`src/rtl/pipe_pkg.sv`:
```
// ---------------------------------------------------------------------------
// pipe_pkg: shared types and constants for the pipeline hazard controller.
//   hz_state_t : sequencing FSM states (RUN=0, FLUSH=1, MWAIT=2)
//   RA_W       : default register address width
//   REG_ZERO   : architectural zero register (never a real dependency)
// ---------------------------------------------------------------------------
package pipe_pkg;

  localparam int RA_W = 5;

  localparam logic [RA_W-1:0] REG_ZERO = '0;

  typedef enum logic [1:0] {
    RUN   = 2'd0,
    FLUSH = 2'd1,
    MWAIT = 2'd2
  } hz_state_t;

endpackage

```
`src/rtl/hz_perf_cnt.sv`:
```
// ---------------------------------------------------------------------------
// hz_perf_cnt: 32-bit event counter, counts once per cycle while en is high.
// Wraps at 2^32 and clears on reset.
// Ports:
//   clk    in   rising-edge clock
//   rst_n  in   asynchronous active-low reset
//   en     in   count enable for this cycle
//   count  out  current count
// ---------------------------------------------------------------------------
module hz_perf_cnt (
  input  logic        clk,
  input  logic        rst_n,
  input  logic        en,
  output logic [31:0] count
);

  always_ff @(posedge clk or negedge rst_n) begin
    if (!rst_n) begin
      count <= '0;
    end else if (en) begin
      count <= count + 32'd1;
    end
  end

endmodule

```
`src/rtl/pipe_hazard_ctrl.sv`:
```
// ---------------------------------------------------------------------------
// pipe_hazard_ctrl: sequencing controller for the IF/ID, ID/EX and EX/MEM
// pipeline registers of a 5-stage pipe.
//   - load-use hazard: 1-cycle stall of PC and IF/ID, bubble into ID/EX
//   - taken branch in EX: squash IF/ID and ID/EX for FLUSH_CYCLES cycles
//   - data memory busy: freeze PC/IF/ID and hold ID/EX + EX/MEM
// Priority each cycle: mem_wait > ex_branch_tkn > load-use.
// All control outputs are combinational from state and current inputs.
//
// Handshake: mem_wait is a level "not ready" from data memory; while it is
// high pipe_hold=1 and nothing upstream advances. The cycle it drops the
// pipe advances and hazards are evaluated normally in that same cycle.
//
// Ports:
//   clk, rst_n            clock, asynchronous active-low reset
//   id_rs, id_rt          source registers of the instruction in ID
//   id_uses_rt            ID instruction reads rt
//   ex_mem_read, ex_rt    load in EX and its destination register
//   ex_branch_tkn         branch resolved taken in EX
//   mem_wait              data memory not ready
//   pc_write, ifid_write  PC / IF/ID load enables
//   ifid_flush            IF/ID loads a NOP
//   idex_bubble           ID/EX control bits zeroed
//   pipe_hold             ID/EX and EX/MEM hold
//   state_o               FSM state for debug/checkers
//   wait_timeout          sticky: mem_wait run exceeded WAIT_MAX cycles
//   perf_*_cnt            (HAZ_PERF_EN only) stall / flush / hold cycle counts
//
// Optional feature macro: HAZ_PERF_EN (adds performance counters).
// ---------------------------------------------------------------------------
module pipe_hazard_ctrl #(
  parameter int RA_W         = 5,
  parameter int FLUSH_CYCLES = 1,
  parameter int WAIT_MAX     = 15
) (
  input  logic            clk,
  input  logic            rst_n,
  input  logic [RA_W-1:0] id_rs,
  input  logic [RA_W-1:0] id_rt,
  input  logic            id_uses_rt,
  input  logic            ex_mem_read,
  input  logic [RA_W-1:0] ex_rt,
  input  logic            ex_branch_tkn,
  input  logic            mem_wait,
  output logic            pc_write,
  output logic            ifid_write,
  output logic            ifid_flush,
  output logic            idex_bubble,
  output logic            pipe_hold,
  output logic [1:0]      state_o,
`ifdef HAZ_PERF_EN
  output logic [31:0]     perf_stall_cnt,
  output logic [31:0]     perf_flush_cnt,
  output logic [31:0]     perf_wait_cnt,
`endif
  output logic            wait_timeout
);

  import pipe_pkg::*;

  localparam logic [2:0] FC_INIT  = 3'(FLUSH_CYCLES - 1);
  localparam logic [7:0] WAIT_LIM = 8'(WAIT_MAX);

  hz_state_t  state, state_nxt;
  logic [2:0] fcnt, fcnt_nxt;
  logic [7:0] wcnt, wcnt_nxt;
  logic       timeout_nxt;
  logic       load_use;
  logic       ld_stall;

  // Register zero is hard-wired, so a load "to r0" creates no dependency.
  assign load_use = ex_mem_read && (ex_rt != RA_W'(REG_ZERO)) &&
                    ((ex_rt == id_rs) || (id_uses_rt && (ex_rt == id_rt)));

  always_ff @(posedge clk or negedge rst_n) begin
    if (!rst_n) begin
      state        <= RUN;
      fcnt         <= '0;
      wcnt         <= '0;
      wait_timeout <= 1'b0;
    end else begin
      state        <= state_nxt;
      fcnt         <= fcnt_nxt;
      wcnt         <= wcnt_nxt;
      wait_timeout <= timeout_nxt;
    end
  end

  always_comb begin
    state_nxt   = state;
    fcnt_nxt    = fcnt;
    wcnt_nxt    = wcnt;
    timeout_nxt = wait_timeout;
    pc_write    = 1'b1;
    ifid_write  = 1'b1;
    ifid_flush  = 1'b0;
    idex_bubble = 1'b0;
    pipe_hold   = 1'b0;
    ld_stall    = 1'b0;

    if (mem_wait) begin
      // Whole pipe frozen: hazards are not evaluated against held stages,
      // and a pending flush keeps its remaining count.
      pc_write   = 1'b0;
      ifid_write = 1'b0;
      pipe_hold  = 1'b1;
      wcnt_nxt   = (wcnt == 8'hFF) ? wcnt : wcnt + 8'd1;
      if (wcnt == WAIT_LIM) begin
        timeout_nxt = 1'b1;
      end
      if (state != FLUSH) begin
        state_nxt = MWAIT;
      end
    end else begin
      wcnt_nxt = '0;
      if (state == FLUSH) begin
        // EX holds a bubble here, so branch and load-use inputs are ignored.
        ifid_flush  = 1'b1;
        idex_bubble = 1'b1;
        if (fcnt <= 3'd1) begin
          state_nxt = RUN;
          fcnt_nxt  = '0;
        end else begin
          fcnt_nxt = fcnt - 3'd1;
        end
      end else if (ex_branch_tkn) begin
        ifid_flush  = 1'b1;
        idex_bubble = 1'b1;
        if (FLUSH_CYCLES > 1) begin
          state_nxt = FLUSH;
          fcnt_nxt  = FC_INIT;
        end else begin
          state_nxt = RUN;
        end
      end else if (load_use) begin
        pc_write    = 1'b0;
        ifid_write  = 1'b0;
        idex_bubble = 1'b1;
        ld_stall    = 1'b1;
        state_nxt   = RUN;
      end else begin
        state_nxt = RUN;
      end
    end

    // While reset is asserted the pipe runs free with no squashing.
    if (!rst_n) begin
      pc_write    = 1'b1;
      ifid_write  = 1'b1;
      ifid_flush  = 1'b0;
      idex_bubble = 1'b0;
      pipe_hold   = 1'b0;
      ld_stall    = 1'b0;
    end
  end

  assign state_o = state;

`ifdef HAZ_PERF_EN
  hz_perf_cnt u_stall_cnt (.clk(clk), .rst_n(rst_n), .en(ld_stall),   .count(perf_stall_cnt));
  hz_perf_cnt u_flush_cnt (.clk(clk), .rst_n(rst_n), .en(ifid_flush), .count(perf_flush_cnt));
  hz_perf_cnt u_wait_cnt  (.clk(clk), .rst_n(rst_n), .en(pipe_hold),  .count(perf_wait_cnt));
`else
  logic unused_stall;
  assign unused_stall = ld_stall;
`endif

endmodule

```
`config.mk`:
```
export PLATFORM = sky130hd
export DESIGN_NAME = pipe_hazard_ctrl
export DESIGN_NICKNAME = d
export VERILOG_FILES = /design/src/rtl/pipe_pkg.sv /design/src/rtl/hz_perf_cnt.sv /design/src/rtl/pipe_hazard_ctrl.sv
export SDC_FILE = /design/constraint.sdc
export NUM_CORES = 1
export LEC_CHECK = 0
export ABC_CLOCK_PERIOD_IN_PS = 1900
export BUFFER_PORTS_ARGS = -buffer_cell sky130_fd_sc_hd__buf_2
export CAP_MARGIN = 0
export CELL_PAD_IN_SITES_DETAIL_PLACEMENT = 0
export CELL_PAD_IN_SITES_GLOBAL_PLACEMENT = 1
export CORE_MARGIN = 4
export CORE_UTILIZATION = 30
export DETAILED_ROUTE_END_ITERATION = 7
export PLACE_DENSITY = 0.79
export SETUP_SLACK_MARGIN = 0.3
export SYNTH_ARGS = -nofsm -noshare
export SYNTH_HDL_FRONTEND = slang
export SYNTH_SLANG_ARGS = --single-unit
```
`constraint.sdc`:
```
create_clock -name clk -period 1.9 [get_ports clk]
set_clock_uncertainty 0.1 [all_clocks]
set_input_delay 0.095 -clock clk [delete_from_list [all_inputs] [get_ports clk]]
set_output_delay 0.095 -clock clk [all_outputs]
set_load 0.02 [all_outputs]
```
# --- After elaboration in Yosys (flattened, before gate mapping) ---
# Cells that the tools add are included.
word_totals:
  ff_bits: 14
  input_bits: 21
  out_inout_bits: 8
  word_cells: 48
classes:
  add_sub_neg: 2
  order_cmp: 1
  n_eq_ne: 9
  muxes: 23
  bitwise_logic: 1
  n_reduce_logical: 8
op_table:
  columns: ["operator", "count"]
  rows:
  - ["1-bit 2-to-1 mux", 16]
  - ["8-bit 2-to-1 mux", 2]
  - ["5-bit == test", 2]
  - ["8-bit by 1-bit adder with 8-bit output (second input constant)", 1]
  - ["8-bit by 4-bit == test with 1-bit output (second input constant)", 1]
  - ["8-bit == test (second input constant)", 1]
  - ["2-bit 2-to-1 mux", 4]
  - ["2-bit AND reduction", 3]
  - ["5-bit nonzero test", 1]
  - ["2-bit by 1-bit inequality test with 1-bit output (second input constant)", 2]
  - ["3-bit by 1-bit less-or-equal comparator with 1-bit output (second input constant)", 1]
  - ["1-bit logical AND", 3]
  - ["3-bit 2-to-1 mux", 1]
  - ["3-bit by 2-bit inequality test with 1-bit output (second input constant)", 1]
  - ["3-bit by 1-bit subtractor with 3-bit output (second input constant)", 1]
  - ["2-bit by 1-bit == test with 1-bit output (second input constant)", 1]
  - ["2-bit inequality test (second input constant)", 1]
  - ["1-bit logical OR", 1]
  - ["1-bit NOT", 1]

# --- Logic depth before layout (Yosys ltp) ---
depth:
  ltp_word: 9
  depth_mapped: 6
  depth_no_buf: 5

# --- Worst setup path before layout ---
# OpenSTA, ideal clock, no wires.
synth_timing:
  kind: "flip-flop to flip-flop"
  from: "register wcnt[0]"
  to: "register wcnt[5]"
  setup_ns: 0.078
  arrival_ns: 1.661
  required_time_ns: 1.722
  path_slack_ns: 0.062
  stages_incl_launch_ff: 7
  n_path_buf: 1
  period_less_slack_ns: 1.838
  path_cell_list: "dfrtp_1 > ha_1 > and4_4 > and3_4 > buf_6 > or4_1 > a21oi_1"
synth_via:
  elab_chain_len: 3
  word_cells_on_any_way: 5
  cone_classes: "1 x add/sub; 2 x eq/ne; 2 x mux"
synth_rtl:
  columns: ["element", "line", "source"]
  rows:
  - ["start: declaration", "pipe_hazard_ctrl.sv:66", "logic [7:0] wcnt, wcnt_nxt;"]
  - ["start signal: assignment", "pipe_hazard_ctrl.sv:84", "wcnt <= wcnt_nxt;"]
  - ["8-bit by 1-bit adder with 8-bit output", "pipe_hazard_ctrl.sv:107", "wcnt_nxt = (wcnt == 8'hFF) ? wcnt : wcnt + 8'd1;"]
  - ["8-bit 2-to-1 mux", "pipe_hazard_ctrl.sv:107", null]
  - ["8-bit 2-to-1 mux", "pipe_hazard_ctrl.sv:101", "if (mem_wait) begin"]
# Several ways; a longest one is shown, not always the timed one. The select of a mux whose other input is x is not followed.
# A chain may end at the register's enable or synchronous reset.

# --- Worst setup path after layout ---
layout_timing:
  from: "register wcnt[1]"
  to: "register wcnt[5]"
# The elaborated chain is that of the path after synthesis.

==> results.sh <==
export IMPL_run_status="finished, final reports clean"
export IMPL_worst_setup_path_endpoint="wcnt[5]"
export IMPL_gr_overflow_total=0
export IMPL_crit_path_cell_trace="ha_2, and4_4, and3_4, or4_4, a21oi_2"
export IMPL_core_region_area_sq_mm=0.00204
export IMPL_finalHoldViolations=0
export IMPL_ys_top_cells_by_count="10 x sky130_fd_sc_hd__dfrtp_1, 9 x sky130_fd_sc_hd__xor2_1, 6 x sky130_fd_sc_hd__nand2_1"
export IMPL_antenna_cells_inserted=0
export IMPL_highest_ir_drop_seen_on_vdd_mv=0.343
export IMPL_yosys_cell_types_count=31
export IMPL_reg2reg_path_depth=5
export IMPL_crit_reg2reg_capture="wcnt[5]"
export IMPL_maximum_number_of_pins_on_one_net_before_global_route_repair=11
export IMPL_postSynthNetCount=95
export IMPL_average_wire_per_standard_cell_um=12.2
export IMPL_post_synth_main_area_contributors="sky130_fd_sc_hd__dfrtp_1 37%, sky130_fd_sc_hd__xor2_1 12%, sky130_fd_sc_hd__and3_4 3.3%"
export IMPL_synth_ff_latch_count=10
export IMPL_filler_cell_count=211
export IMPL_setup_tns_final_ps=0
export IMPL_crit_reg2reg_launch="wcnt[1]"
export IMPL_detailroute_via_count=669
export IMPL_worstSetupStartpoint="wcnt[1]"
export IMPL_crit_type="reg -> reg"
export IMPL_final_nets=133
export IMPL_finalWorstPathRequiredPeriod_ps=1660
export IMPL_grt_first_pass_wirelength_um=2820
export IMPL_critical_path_slowest_cell="sky130_fd_sc_hd__or4_4"
export IMPL_cts_max_path_buffers=2
export IMPL_start_kind="register"
export IMPL_floorplan_die_height_um=55.5
export IMPL_gp_routability_congestion=0.824
export IMPL_detail_route_vias_per_cell=4.92
export IMPL_dp_final_hpwl_um=1200
export IMPL_critical_path_buf_inv_count=0
export IMPL_layout_cell_share_with_drive_strength_beyond_1_pct=43.1
export IMPL_yosys_most_used_dff="sky130_fd_sc_hd__dfrtp_1"
export IMPL_clock_fmax_mhz=602
export IMPL_clkSinkCount=10
export IMPL_final_critical_path_setup_slack_ps=239
export IMPL_syn_cell_area_sq_um=677
export IMPL_dp_slack_ps=183
export IMPL_initial_utilization_pct=33.1
export IMPL_timing_critical_path_max_delay_family="simple AND/OR/NAND/NOR gates"
export IMPL_drt_first_pass_iters=4
export IMPL_timing_max_cap_violations=0
export IMPL_synth_top_area_cell="sky130_fd_sc_hd__dfrtp_1"
export IMPL_synthDominantCellAreaShare_pct=37.0
export IMPL_worstSetupEndpointType="register"
export IMPL_stdcell_area_sq_um=937
export IMPL_timing_hold_worst_class="in -> reg"
export IMPL_clk_pin_slew_worst_paths_ps=60
export IMPL_edff_count_synth=0
export IMPL_synth_most_common_cell="sky130_fd_sc_hd__dfrtp_1"
export IMPL_setup_repair_after_global_routing_missed_its_margin="yes"
export IMPL_count_of_final_max_slew_check_failures=0
export IMPL_first_global_vias=657
export IMPL_finalSetupViolations=0
export IMPL_globalRouteTotalUtil_pct=11.2
export IMPL_hold_path_depth=3
export IMPL_detail_route_antenna_nets=0
export IMPL_clock_tree_htree_level_count=1
export IMPL_drt_wl_total_um=1660
export IMPL_ff2ff_setup_slack_ps=240
export IMPL_die_width_um=55.5
export IMPL_critical_path_depth=5
export IMPL_io_buffer_count=27
export IMPL_whs_ps=54.0
export IMPL_num_io_pins=29
export IMPL_syn_area_per_cell_sq_um=9.27
export IMPL_cts_tree="done"
export IMPL_post_synth_inst_count=73
export IMPL_crit_arrival_ps=1750
export IMPL_drtIter0Drc=22
export IMPL_initial_antenna_violation_count=0
export IMPL_die_area_sq_mm=0.00308
export IMPL_synth_async_sr_flop_share_pct=100
export IMPL_worstPathRequired_ps=1990
export IMPL_power_density_mw_per_mm2=502
export IMPL_cellLeakagePower_nw=0.440
export IMPL_cts_made_buffers=3
export IMPL_critical_path_max_fanout=4
export IMPL_yosysWarningCount=0
export IMPL_yosysSeqAreaShare_pct=37.0
export IMPL_clock_root_buffer="sky130_fd_sc_hd__clkbuf_4"
export IMPL_layout_worst_path_cycle_share_pct=87.4
export IMPL_clock_insertion_delay_worst_skew_ps=260
export IMPL_drc=0
export IMPL_detailed_place_area_sq_um=828
export IMPL_placementRows=16
export IMPL_syn_to_final_growth_pct=38.4
export IMPL_crit_path_max_incr_delay_ps=480
==> how the worst min path moves through the flow <==
stage / startpoint / endpoint / slack, ps
finish: mem_wait / wcnt[1] / 50
global route: mem_wait / wcnt[1] / 60
CTS: mem_wait / wcnt[1] / 50
detailed placement: rst_n / wcnt[0] / -100
global placement: rst_n / wcnt[0] / -100
floorplan: rst_n / state_o[1] / -300
==> cell usage in the layout, fill, tap and decap left out, drive strengths merged, types with 2 or more instances in the layout <==
cell / count
inv: 3
or4: 3
dfrtp: 10
xnor2: 2
nand2: 6
xor2: 9
and3: 3
nor3: 3
a21oi: 4
nor2: 5
o31ai: 2
clkbuf: 3
nand3: 2
buf: 34
dlygate4sd3: 2
o2111ai: 2
o21ai: 2
==> layout make-up <==
cell class	instances	area [sq um]	share of cell area (%)
clock buffers	3	22.5	2.40
multi-input cells	57	412	43.9
inverters	3	11.3	1.20
repair buffers	36	208	22.2
flip-flops and latches	10	250	26.7
well taps	27	33.8	3.60
==> kinds of logic (layout without fill, tap and decap cells) <==
kind of cell	Yosys count	in the layout	share of synthesized area, %
other	1	1	0.554
XOR/XNOR	11	11	14.2
adder cells (fa/ha/maj)	1	1	1.85
buffers and inverters	6	42	5.54
AO/OA/AOI/OAI	16	16	16.5
multiplexers	1	1	1.48
flip-flops	10	10	37.0
AND/OR/NAND/NOR	27	27	22.9
==> flip-flops by register name, indices dropped and copies added (netlist names) <==
| name | flops |
|---|---|
| state_o | 1 |
| wait_timeout | 1 |
| wcnt | 8 |
==> through the flow <==
| stage | power, mW | cells | util (%) |
|---|---|---|---|
| after floorplan | 0.277 | 73 | - |
| after global placement | 0.318 | 124 | 40.6 |
| after detailed placement | 0.320 | 124 | 40.6 |
| after CTS | 0.474 | 135 | 44.9 |
| after global routing | 0.504 | 136 | 45.9 |
| final | 0.471 | 136 | 45.9 |
==> worst register-to-register path: cells and delay by family, from the launching register on <==
family                   cells  cell delay [ps]
AO/OA/AOI/OAI                1              120
adder cells (fa/ha/maj)      1              190
flip-flops                   1              390
AND/OR/NAND/NOR              3              790
==> routing by layer <==
metal	share of wire [%]	global-route usage [%]
met5	0	0
met4	1.5	5.21
met3	9.1	3.96
met2	49	18.6
met1	40	12.7
==> report_power, final <==
part	internal, mW	switching, mW
registers	0.219	0.00401
clock network	0.0730	0.0677
logic	0.0519	0.0553
total	0.344	0.127
==> what timing repair did <==
| action | 4_1_cts | 5_1_grt |
|---|---|---|
| resized for setup | 0 | 3 |
| pin swaps | 3 | 3 |
| endpoints found under the hold margin | 11 | 0 |
| gates cloned | 0 | 0 |
| setup buffers | 6 | 1 |
| hold buffers | 2 | 0 |
| endpoints found under the setup margin | 2 | 4 |
Note: power is estimated with default switching activity, not from simulation.
